[src/rtl/alu_req_sequencer_pkg.sv]
// Shared opcode encodings, FSM state type and helpers for the ALU request sequencer.
package alu_req_sequencer_pkg;

  localparam logic [3:0] OP_ADD  = 4'd0;
  localparam logic [3:0] OP_SUB  = 4'd1;
  localparam logic [3:0] OP_MULT = 4'd2;
  localparam logic [3:0] OP_DIV  = 4'd3;
  localparam logic [3:0] OP_SLL  = 4'd4;
  localparam logic [3:0] OP_SRL  = 4'd5;
  localparam logic [3:0] OP_AND  = 4'd6;
  localparam logic [3:0] OP_OR   = 4'd7;
  localparam logic [3:0] OP_XOR  = 4'd8;
  localparam logic [3:0] OP_NOT  = 4'd9;
  localparam logic [3:0] OP_LAST = OP_NOT;

  localparam int FLAG_N = 3;
  localparam int FLAG_Z = 2;
  localparam int FLAG_C = 1;
  localparam int FLAG_V = 0;

  localparam int CNT_W = 8;

  typedef enum logic [1:0] {
    ST_IDLE,
    ST_EXEC,
    ST_RESP
  } state_t;

  function automatic logic is_legal(input logic [3:0] op);
    return op <= OP_LAST;
  endfunction

  // MULT/DIV get the longer hold because of the deep combinational path in the ALU.
  function automatic logic [CNT_W-1:0] exec_cycles(input logic [3:0] op,
                                                   input int simple_c,
                                                   input int muldiv_c);
    if (op == OP_MULT || op == OP_DIV) return CNT_W'(muldiv_c);
    return CNT_W'(simple_c);
  endfunction

endpackage

[src/rtl/alu_req_sequencer_rr_arbiter2.sv]
// Two-way round-robin arbiter: a tie goes to the requester that was not granted last.
module rr_arbiter2 (
  input  logic [1:0] valid_i,
  input  logic       last_grant_i,
  input  logic       enable_i,
  output logic [1:0] grant_o
);

  always_comb begin
    grant_o = 2'b00;
    if (enable_i) begin
      if (valid_i == 2'b11) grant_o = last_grant_i ? 2'b01 : 2'b10;
      else                  grant_o = valid_i;
    end
  end

endmodule

[src/rtl/alu_req_sequencer.sv]
// Shares one external combinational ALU between two requesters: arbitrate, capture operands,
// hold the ALU inputs for the opcode's settle time, then present a registered response.
module alu_req_sequencer
  import alu_req_sequencer_pkg::*;
#(
  parameter int M             = 4,
  parameter int SIMPLE_CYCLES = 1,
  parameter int MULDIV_CYCLES = 2
) (
  input  logic             clk_i,
  input  logic             rst_ni,
  input  logic [1:0]       req_valid_i,
  output logic [1:0]       req_ready_o,
  input  logic [1:0][3:0]  req_op_i,
  input  logic [1:0][M-1:0] req_a_i,
  input  logic [1:0][M-1:0] req_b_i,
  output logic             rsp_valid_o,
  input  logic             rsp_ready_i,
  output logic             rsp_id_o,
  output logic [M-1:0]     rsp_result_o,
  output logic [3:0]       rsp_flags_o,
  output logic             rsp_err_o,
  output logic [M-1:0]     alu_a_o,
  output logic [M-1:0]     alu_b_o,
  output logic [3:0]       alu_ctrl_o,
  input  logic [M-1:0]     alu_result_i,
  input  logic             alu_z_i,
  input  logic             alu_n_i,
  input  logic             alu_v_i,
  input  logic             alu_c_i,
  output logic             busy_o
);

  state_t           state_q;
  logic [CNT_W-1:0] cnt_q;
  logic [3:0]       op_q;
  logic [M-1:0]     a_q, b_q, result_q;
  logic [3:0]       flags_q;
  logic             id_q, err_q, last_grant_q;

  logic [1:0]       grant;
  logic             acc_id;
  logic [3:0]       sel_op;
  logic [M-1:0]     sel_a, sel_b;
  logic [3:0]       alu_flags;

  // Gating with rst_ni keeps ready low for the whole time reset is asserted.
  rr_arbiter2 u_arb (
    .valid_i      (req_valid_i),
    .last_grant_i (last_grant_q),
    .enable_i     ((state_q == ST_IDLE) && rst_ni),
    .grant_o      (grant)
  );

  assign acc_id = grant[1];
  assign sel_op = req_op_i[acc_id];
  assign sel_a  = req_a_i[acc_id];
  assign sel_b  = req_b_i[acc_id];

  always_comb begin
    alu_flags         = 4'b0000;
    alu_flags[FLAG_N] = alu_n_i;
    alu_flags[FLAG_Z] = alu_z_i;
    alu_flags[FLAG_C] = alu_c_i;
    alu_flags[FLAG_V] = alu_v_i;
  end

  always_ff @(posedge clk_i or negedge rst_ni) begin
    if (!rst_ni) begin
      state_q      <= ST_IDLE;
      cnt_q        <= '0;
      op_q         <= '0;
      a_q          <= '0;
      b_q          <= '0;
      id_q         <= 1'b0;
      last_grant_q <= 1'b1;
      result_q     <= '0;
      flags_q      <= '0;
      err_q        <= 1'b0;
    end else begin
      case (state_q)
        ST_IDLE: begin
          if (|grant) begin
            op_q         <= sel_op;
            a_q          <= sel_a;
            b_q          <= sel_b;
            id_q         <= acc_id;
            last_grant_q <= acc_id;
            // Trapped ops skip the ALU entirely and answer straight away.
            if (is_legal(sel_op) && !(sel_op == OP_DIV && sel_b == '0)) begin
              state_q <= ST_EXEC;
              cnt_q   <= exec_cycles(sel_op, SIMPLE_CYCLES, MULDIV_CYCLES) - CNT_W'(1);
            end else begin
              state_q  <= ST_RESP;
              err_q    <= 1'b1;
              result_q <= '1;
              flags_q  <= '0;
            end
          end
        end
        ST_EXEC: begin
          if (cnt_q == '0) begin
            result_q <= alu_result_i;
            flags_q  <= alu_flags;
            err_q    <= 1'b0;
            state_q  <= ST_RESP;
          end else begin
            cnt_q <= cnt_q - CNT_W'(1);
          end
        end
        ST_RESP: begin
          if (rsp_ready_i) state_q <= ST_IDLE;
        end
        default: state_q <= ST_IDLE;
      endcase
    end
  end

  assign req_ready_o  = grant;
  assign rsp_valid_o  = (state_q == ST_RESP);
  assign rsp_id_o     = id_q;
  assign rsp_result_o = result_q;
  assign rsp_flags_o  = flags_q;
  assign rsp_err_o    = err_q;
  assign alu_a_o      = a_q;
  assign alu_b_o      = b_q;
  assign alu_ctrl_o   = op_q;
  assign busy_o       = (state_q != ST_IDLE);

endmodule

[config.mk]
export PLATFORM = sky130hd
export DESIGN_NAME = alu_req_sequencer
export DESIGN_NICKNAME = d
export VERILOG_FILES = /design/src/rtl/alu_req_sequencer_pkg.sv /design/src/rtl/alu_req_sequencer_rr_arbiter2.sv /design/src/rtl/alu_req_sequencer.sv
export SDC_FILE = /design/constraint.sdc
export NUM_CORES = 1
export LEC_CHECK = 0
export CAP_MARGIN = 20
export CORE_UTILIZATION = 48
export DETAILED_ROUTE_END_ITERATION = 16
export HOLD_SLACK_MARGIN = 0.08
export PLACE_DENSITY_LB_ADDON = 0.2
export SLEW_MARGIN = 0
export SYNTH_ARGS = -nofsm -noshare
export SYNTH_HDL_FRONTEND = slang
export SYNTH_SLANG_ARGS = --single-unit
export TNS_END_PERCENT = 5
[constraint.sdc]
create_clock -name clk_i -period 7.02 [get_ports clk_i]
set_clock_uncertainty 0.15 [all_clocks]
set_input_delay 2.106 -clock clk_i [delete_from_list [all_inputs] [get_ports clk_i]]
set_output_delay 2.106 -clock clk_i [all_outputs]
set_load 0.02 [all_outputs]
## Word level (Yosys, flattened, before mapping)

Cells that the tools add are included.
W data, S select, Z words.

| word-level totals | value |
|---|---|
| register bits after elaboration | 33 |
| input port bits | 37 |
| output and inout bits | 26 |

| cells by class | value |
|---|---|
| add/subtract/negate cells | 2 |
| order comparisons | 2 |
| equal/unequal tests | 11 |
| multiplexer cells | 39 |
| reductions and logical operators | 15 |

Operators with widths:

| cell | number |
|---|---|
| $mux W8 | 8 |
| $mux W4 | 12 |
| $pmux W4 S2 | 2 |
| $pmux W8 S2 | 1 |
| $sub A8 B1 Y8 const B | 2 |
| $mux W2 | 7 |
| $eq A4 B2 Y1 const B | 2 |
| $logic_not A8 Y1 | 1 |
| $reduce_and A4 Y1 | 2 |
| $mux W1 | 7 |
| $ne A2 B1 Y1 const B | 3 |
| $ne A2 B2 Y1 const B | 3 |
| $pmux W2 S3 | 1 |
| $eq A2 B2 Y1 const B | 2 |
| $le A4 B4 Y1 const B | 1 |
| $logic_not A4 Y1 | 1 |
| $reduce_bool A2 Y1 | 2 |
| $logic_and A1 B1 Y1 | 3 |
| $reduce_and A3 Y1 | 1 |
| $eq A2 B1 Y1 const B | 1 |
| $logic_not A2 Y1 | 1 |
| $lt A1 B2 Y1 const B | 1 |
| $pmux W1 S2 | 1 |
| $reduce_and A2 Y1 | 1 |
| other kinds (3) | 3 |

## Logic depth before layout (Yosys ltp)

Gate-level depths: netlist of the first run.

| logic depth | value |
|---|---|
| depth in word-level cells | 20 |
| mapped depth | 11 |

## Hierarchy

From an unflattened synthesis of the first run, not the netlist that was laid out.

| second synthesis, totals | value |
|---|---|
| cell total of the unflattened synthesis | 169 |
| area total of the unflattened synthesis | 1675.4 um2 |

Modules (own cells, without submodules):

| module | instances | cells an instance | area each (um2) |
|---|---|---|---|
| alu_req_sequencer | 1 | 164 | 1654.1 |
| rr_arbiter2 | 1 | 5 | 21.3 |

## Least setup slack after synthesis of the first run

No wires, ideal clock.

| timing | value |
|---|---|
| path kind | input-to-output |
| start point | input req_valid_i[0] |
| end point | output req_ready_o[0] |
| data arrival time | 2.724 ns |
| data required time | 4.764 ns |
| setup slack | 2.040 ns |
| stages on the path | 4 |
| path through | nand2_1 -> a211o_1 -> inv_1 -> buf_2 |

| on the way | value |
|---|---|
| word-level cells in the longest chain between the ends | 3 |

RTL lines:

| item | line | source |
|---|---|---|
| start, declared | alu_req_sequencer.sv:12 | `input logic [1:0] req_valid_i,` |
| $eq A2 B2 Y1 | alu_req_sequencer_rr_arbiter2.sv:12 | `if (valid_i == 2'b11) grant_o = last_grant_i ? 2'b01 : 2'b10;` |
| $mux W2 (*) | alu_req_sequencer_rr_arbiter2.sv:12 |  |
| $mux W2 (*) | alu_req_sequencer_rr_arbiter2.sv:11 | `if (enable_i) begin` |
| end, declared | alu_req_sequencer.sv:13 | `output logic [1:0] req_ready_o,` |

Every way passes the cells marked *; elsewhere a longest branch is shown, timed or not.

## Worst setup path in the final report of the first run

| timing | value |
|---|---|
| start point | input rst_ni |
| end point | output req_ready_o[0] |

| on the way | value |
|---|---|
| word-level cells in the longest chain between the ends | 2 |

RTL lines:

| item | line | source |
|---|---|---|
| start, declared | alu_req_sequencer.sv:11 | `input logic rst_ni,` |
| $logic_and A1 B1 Y1 | alu_req_sequencer.sv:51 | `.enable_i ((state_q == ST_IDLE) && rst_ni),` |
| $mux W2 | alu_req_sequencer_rr_arbiter2.sv:11 |  |

No other way between the ends.

==> impl_metrics.env, run 1 <==
export IMPL_post_synth_top_area_cell="dfrtp_1"
export IMPL_status="finished, final reports clean"
export IMPL_grt_overflow=0
export IMPL_multiInputGateArea_um2=847
export IMPL_cts_tree="yes"
export IMPL_max_cap_violations=0
export IMPL_placed_area_mm2=0.00241
export IMPL_irDropWorstVdd_uv=250
export IMPL_cts_sinks=33
export IMPL_cts_resized=0
export IMPL_syn_cell_area_mm2=0.00174
export IMPL_yosys_warnings=0
export IMPL_max_freq_ghz=0.159
export IMPL_cts_setup_buffers=0
export IMPL_ctsHtreeMaxLevel=2
export IMPL_ios=63
export IMPL_dpl_hpwl_um=2880
export IMPL_grt_usage=0.222
export IMPL_drtIter0Drc=45
export IMPL_synth_most_common_cell="dfrtp_1"
export IMPL_io_buffer_count=62
export IMPL_antenna_found_initial=0
export IMPL_hold_path_class="flop to flop"
export IMPL_min_period_over_period=0.898
export IMPL_slew_viol_final=0
export IMPL_power_leakage_nw=1.08
export IMPL_design_area_mm2=0.00251
export IMPL_totalWireLength_um=3800
export IMPL_fp_row_count=21
export IMPL_area_growth_pct=44.4
export IMPL_die_x_um=62.2
export IMPL_startpoint_type="input pin"
export IMPL_seqCellArea_um2=827
export IMPL_drc_errors=0
export IMPL_vias=1572
export IMPL_path_class="input pin to primary output"
export IMPL_syn_nets=220
export IMPL_synth_ff_type="dfrtp_1"
export IMPL_worstPathMaxFanout=13
export IMPL_ctsRootBufferMaster="clkbuf_4"
export IMPL_setup_viol=0
export IMPL_power_density_mw_per_mm2=415
export IMPL_wl_per_cell_um=12.9
export IMPL_grt_pass1_wl_um=6800
export IMPL_cp_end_kind="primary output"
export IMPL_synth_edf_count=0
export IMPL_synth_area_leaders="dfrtp_1, nand2_1, nor2_1"
export IMPL_core_mm2=0.00342
export IMPL_cts_buffer_depth=2
export IMPL_gp_congestion=0.790
export IMPL_synth_common_cells="dfrtp_1, nand2_1, nor2_1"
export IMPL_slew_headroom=0.681
export IMPL_num_fill_cells=254
export IMPL_worstPathArrival_ns=4.05
export IMPL_fin_setup_tns_ns=0
export IMPL_path_clk_slew_ns=0.10
export IMPL_worst_slew_pin_slew_ns=0.478
export IMPL_cp_data_required_time_ns=4.76
export IMPL_synth_distinct_cells=51
export IMPL_holdBufCountCts=0
export IMPL_start_util=0.509
export IMPL_firstDrtPassIters=4
export IMPL_cts_inserted_buffers=5
export IMPL_grt_max_degree=35
export IMPL_finalHoldViolCount=0
export IMPL_drtAntennaViolNets=0
export IMPL_die_area_mm2=0.00387
export IMPL_syn_avg_cell_area_um2=9.56
export IMPL_final_nets=286
export IMPL_async_flop_share=1.00
export IMPL_syn_inst=182
export IMPL_grt_pass1_vias=1527
export IMPL_antennaDiodeCount=0
export IMPL_period_needed_ns=6.31
export IMPL_yosysSeqAreaShare=0.476
export IMPL_rsz0062_at_grt="no"
export IMPL_via_per_inst=5.33
export IMPL_drive_gt1_frac=0.120
export IMPL_clk_latency_ns=0.32
export IMPL_synth_seq_cells=33
export IMPL_die_height_um=62.2
export IMPL_synth_top_cell_area_share=0.460
## flip-flops by register name (all words and copies together), names as in the netlist
register / cells
last_grant_q: 1
rsp_id_o: 1
alu_b_o: 4
state_q: 2
rsp_result_o: 4
rsp_flags_o: 4
alu_a_o: 4
rsp_err_o: 1
alu_ctrl_o: 4
cnt_q: 8
## placed cells by master, fill, tap and decap left out, types with 3 or more instances in the layout
master | synthesis | final
a21oi_1 | 6 | 6
a22o_1 | 4 | 4
a31oi_1 | 11 | 11
buf_4 | 0 | 3
clkbuf_4 | 0 | 5
clkdlybuf4s50_1 | 0 | 62
dfrtp_1 | 32 | 32
inv_1 | 9 | 9
nand2_1 | 31 | 31
nor2_1 | 21 | 21
nor3_1 | 3 | 3
o21ai_0 | 9 | 9
or4_1 | 3 | 3
## final cells by class
| class | count | share of cell area |
|---|---|---|
| Clock inverter | 3 | 0.0259 |
| Multi-Input combinational cell | 134 | 0.337 |
| Tap cell | 46 | 0.0229 |
| Inverter | 9 | 0.0135 |
| Timing Repair Buffer | 65 | 0.256 |
| Clock buffer | 5 | 0.0149 |
| Sequential cell | 33 | 0.329 |
## critical path, stage by stage
cell	delay, ns
clkdlybuf4s50_1	0.56
nand2_1	0.07
a211o_1	0.40
inv_1	0.10
buf_4	0.19
clkdlybuf4s50_1	0.62
## where the power goes
part           total [mW]  switching, mW  internal [mW]
Combinational       0.526          0.273          0.252
Clock               0.174         0.0638          0.110
Sequential          0.342         0.0640          0.278
Total                1.04          0.401          0.640
## metal layers
metal,vias to the layer above,GRT usage,wire [um]
li1,779,-,-
met1,736,0.280,1710
met2,46,0.364,1790
met3,11,0.0588,208
met4,0,0.0843,81
met5,-,0,0
## per-stage QoR
step	hold WS (ns)	total power, mW	setup WS, ns	utilization	instances
2_1_floorplan	0.336	0.659	2.04	-	182
3_3_place_gp	0.329	0.868	0.751	0.705	287
3_5_place_dp	0.331	0.871	0.722	0.705	287
4_1_cts	0.359	1.05	0.711	0.735	295
5_1_grt	0.393	1.12	0.609	0.735	295
6_report	0.357	1.04	0.713	0.735	295
## path summary, 6_finish.rpt
kind	endpoint	startpoint	slack (ns)	cells after the start
max in group asynchronous	last_grant_q	rst_ni	4.23	2
hold reg to reg	rsp_id_o	rsp_id_o	0.36	2
setup reg to reg	cnt_q[4]	state_q[0]	4.31	10
hold / removal	rsp_id_o	rsp_id_o	0.36	2
setup / recovery	req_ready_o[0]	rst_ni	0.71	6
min in group asynchronous	alu_b_o[3]	rst_ni	2.17	2
## cells by family after synthesis
logic type               after synthesis  share of synthesized area
AO/OA/AOI/OAI                         47                      0.206
XOR/XNOR                               3                     0.0151
adder cells (fa/ha/maj)                1                    0.00719
buffers and inverters                 15                     0.0374
flip-flops                            33                      0.476
multiplexers                           3                     0.0216
AND/OR/NAND/NOR                       80                      0.237
No activity file was read; power rests on OpenSTA's default activity.
==> run 2, diff against run 1 <==
--- a/constraint.sdc
+++ b/constraint.sdc
@@ -4,2 +4,2 @@
 set_output_delay 2.106 -clock clk_i [all_outputs]
-set_load 0.02 [all_outputs]
+set_load 0.05 [all_outputs]
==> impl_metrics.env, run 2 (synthesis gave the netlist of run 1 again) <==
export IMPL_max_cap_violations=0
export IMPL_worstPathMaxFanout=13
export IMPL_mostFrequentLayoutCell="clkdlybuf4s50_1"
export IMPL_io_buffer_count=62
export IMPL_holdBufCountCts=0
export IMPL_grt_pass1_vias=1489
export IMPL_holdCritStartpoint="rsp_id_o"
export IMPL_largest_reg_flops=8
export IMPL_setup_viol=0
export IMPL_startpoint_type="input pin"
export IMPL_slew_viol_final=0
export IMPL_worstPathArrival_ns=3.79
export IMPL_antennaDiodeCount=0
export IMPL_reg2reg_to="cnt_q[4]"
export IMPL_ctsRootBufferMaster="clkbuf_4"
export IMPL_die_x_um=62.2
export IMPL_final_nets=284
export IMPL_hold_path_class="flop to flop"
export IMPL_top_register="cnt_q"
export IMPL_reg2reg_depth=10
export IMPL_fin_setup_tns_ns=0
export IMPL_cts_buffer_depth=2
export IMPL_reg2reg_from="state_q[0]"
export IMPL_firstDrtPassIters=4
export IMPL_crit_chain="clkdlybuf4s50_1 -> nand2_1 -> a211o_1 -> inv_1 -> buf_12"
export IMPL_antenna_found_initial=0
export IMPL_period_needed_ns=6.04
export IMPL_path_clk_slew_ns=0.10
export IMPL_cp_data_required_time_ns=4.76
export IMPL_num_fill_cells=253
export IMPL_drtIter0Drc=88
export IMPL_core_mm2=0.00342
export IMPL_regToRegSetupSlack_ns=4.21
export IMPL_ctsHtreeMaxLevel=2
export IMPL_hold_ws_ns=0.356
export IMPL_rsz0062_at_grt="no"
export IMPL_clk_latency_ns=0.34
export IMPL_crit_family="buffers and inverters"
export IMPL_fp_row_count=21
export IMPL_totalWireLength_um=4150
export IMPL_die_height_um=62.2
export IMPL_die_area_mm2=0.00387
export IMPL_drive_gt1_frac=0.121
export IMPL_max_freq_ghz=0.165
export IMPL_grt_usage=0.233
export IMPL_grt_max_degree=33
export IMPL_status="finished, final reports clean"
export IMPL_grt_pass1_wl_um=6930
export IMPL_ios=63
export IMPL_min_period_over_period=0.861
export IMPL_drc_errors=0
export IMPL_vias=1581
export IMPL_cts_sinks=33
export IMPL_cts_inserted_buffers=5
export IMPL_via_per_inst=5.40
export IMPL_cts_tree="yes"
export IMPL_start_util=0.509
export IMPL_area_growth_pct=41.9
export IMPL_hold_depth=2
export IMPL_crit_start="rst_ni"
export IMPL_irDropWorstVdd_uv=279
export IMPL_wl_per_cell_um=14.2
export IMPL_slew_headroom=0.660
export IMPL_worstHoldEndpoint="rsp_id_o"
export IMPL_drtAntennaViolNets=0
export IMPL_worst_slew_pin_slew_ns=0.509
export IMPL_layout_common_cells="clkdlybuf4s50_1, dfrtp_1, nand2_1, nor2_1, a31oi_1"
export IMPL_cp_num_buf_inv=3
export IMPL_cp_end_kind="primary output"
export IMPL_power_density_mw_per_mm2=463
export IMPL_critPathSlowestCell="clkdlybuf4s50_1"
export IMPL_power_leakage_nw=1.06
export IMPL_cts_resized=0
export IMPL_max_stage_delay_ns=0.61
export IMPL_cts_setup_buffers=0
export IMPL_gp_congestion=0.794
export IMPL_dpl_hpwl_um=3080
export IMPL_finalHoldViolCount=0
export IMPL_grt_overflow=0
export IMPL_path_class="input pin to primary output"
[run 2: changes by cell type in the layout (fill, tap and decap cells not counted)]
cell             previous run  this run
bufinv_16                   2         0
clkinv_2                    1         2
clkinvlp_4                  0         1
buf_4                       3         1
clkdlybuf4s50_1            62        60
buf_12                      0         2
[run 2: area by class of cell]
type | instances | area, um2 | area share
clock buffers | 5 | 37.5 | 0.0152
clock inverters | 3 | 17.5 | 0.00710
inverters | 9 | 33.8 | 0.0137
multi-input cells | 134 | 847 | 0.343
flip-flops and latches | 33 | 827 | 0.335
well taps | 46 | 57.6 | 0.0233
repair buffers | 63 | 648 | 0.263
[run 2: worst max-delay path by stage]
stage / endpoint / slack (ns) / cells past startpoint
CTS: req_ready_o[0] / 0.97 / 5
global route: req_ready_o[0] / 0.83 / 5
floorplan: req_ready_o[0] / 1.94 / 4
detailed placement: req_ready_o[0] / 0.98 / 5
finish: req_ready_o[0] / 0.98 / 5
global placement: req_ready_o[0] / 1.02 / 5
[run 2: per-stage QoR]
step	setup slack [ns]	total power, mW	area (um2)	utilization	std cells
detailed placement	0.980	1.04	2410	0.707	285
global placement	1.02	1.03	2410	0.707	285
finish	0.975	1.14	2470	0.723	293
CTS	0.975	1.15	2470	0.723	293
global route	0.834	1.21	2470	0.723	293
floorplan	1.94	0.818	1740	-	182
[run 2: power breakdown]
part | internal [mW] | leakage [nW] | switching, mW
combinational | 0.253 | 0.629 | 0.440
sequential | 0.278 | 0.400 | 0.0678
clock | 0.0377 | 0.0310 | 0.0677
total | 0.568 | 1.06 | 0.576
[run 2: per-layer routing]
layer | up-vias | GRT usage | routed length (um)
li1 | 768 | - | -
met1 | 754 | 0.295 | 1880
met5 | - | 0 | 0
met3 | 4 | 0.0882 | 281
met4 | 0 | 0.0698 | 39
met2 | 55 | 0.370 | 1950
[run 2: worst min-delay path, delay by kind of cell (launching register included)]
family | cells | cell delay (ns)
DFF | 1 | 0.37
and+or+nand+nor | 2 | 0.10
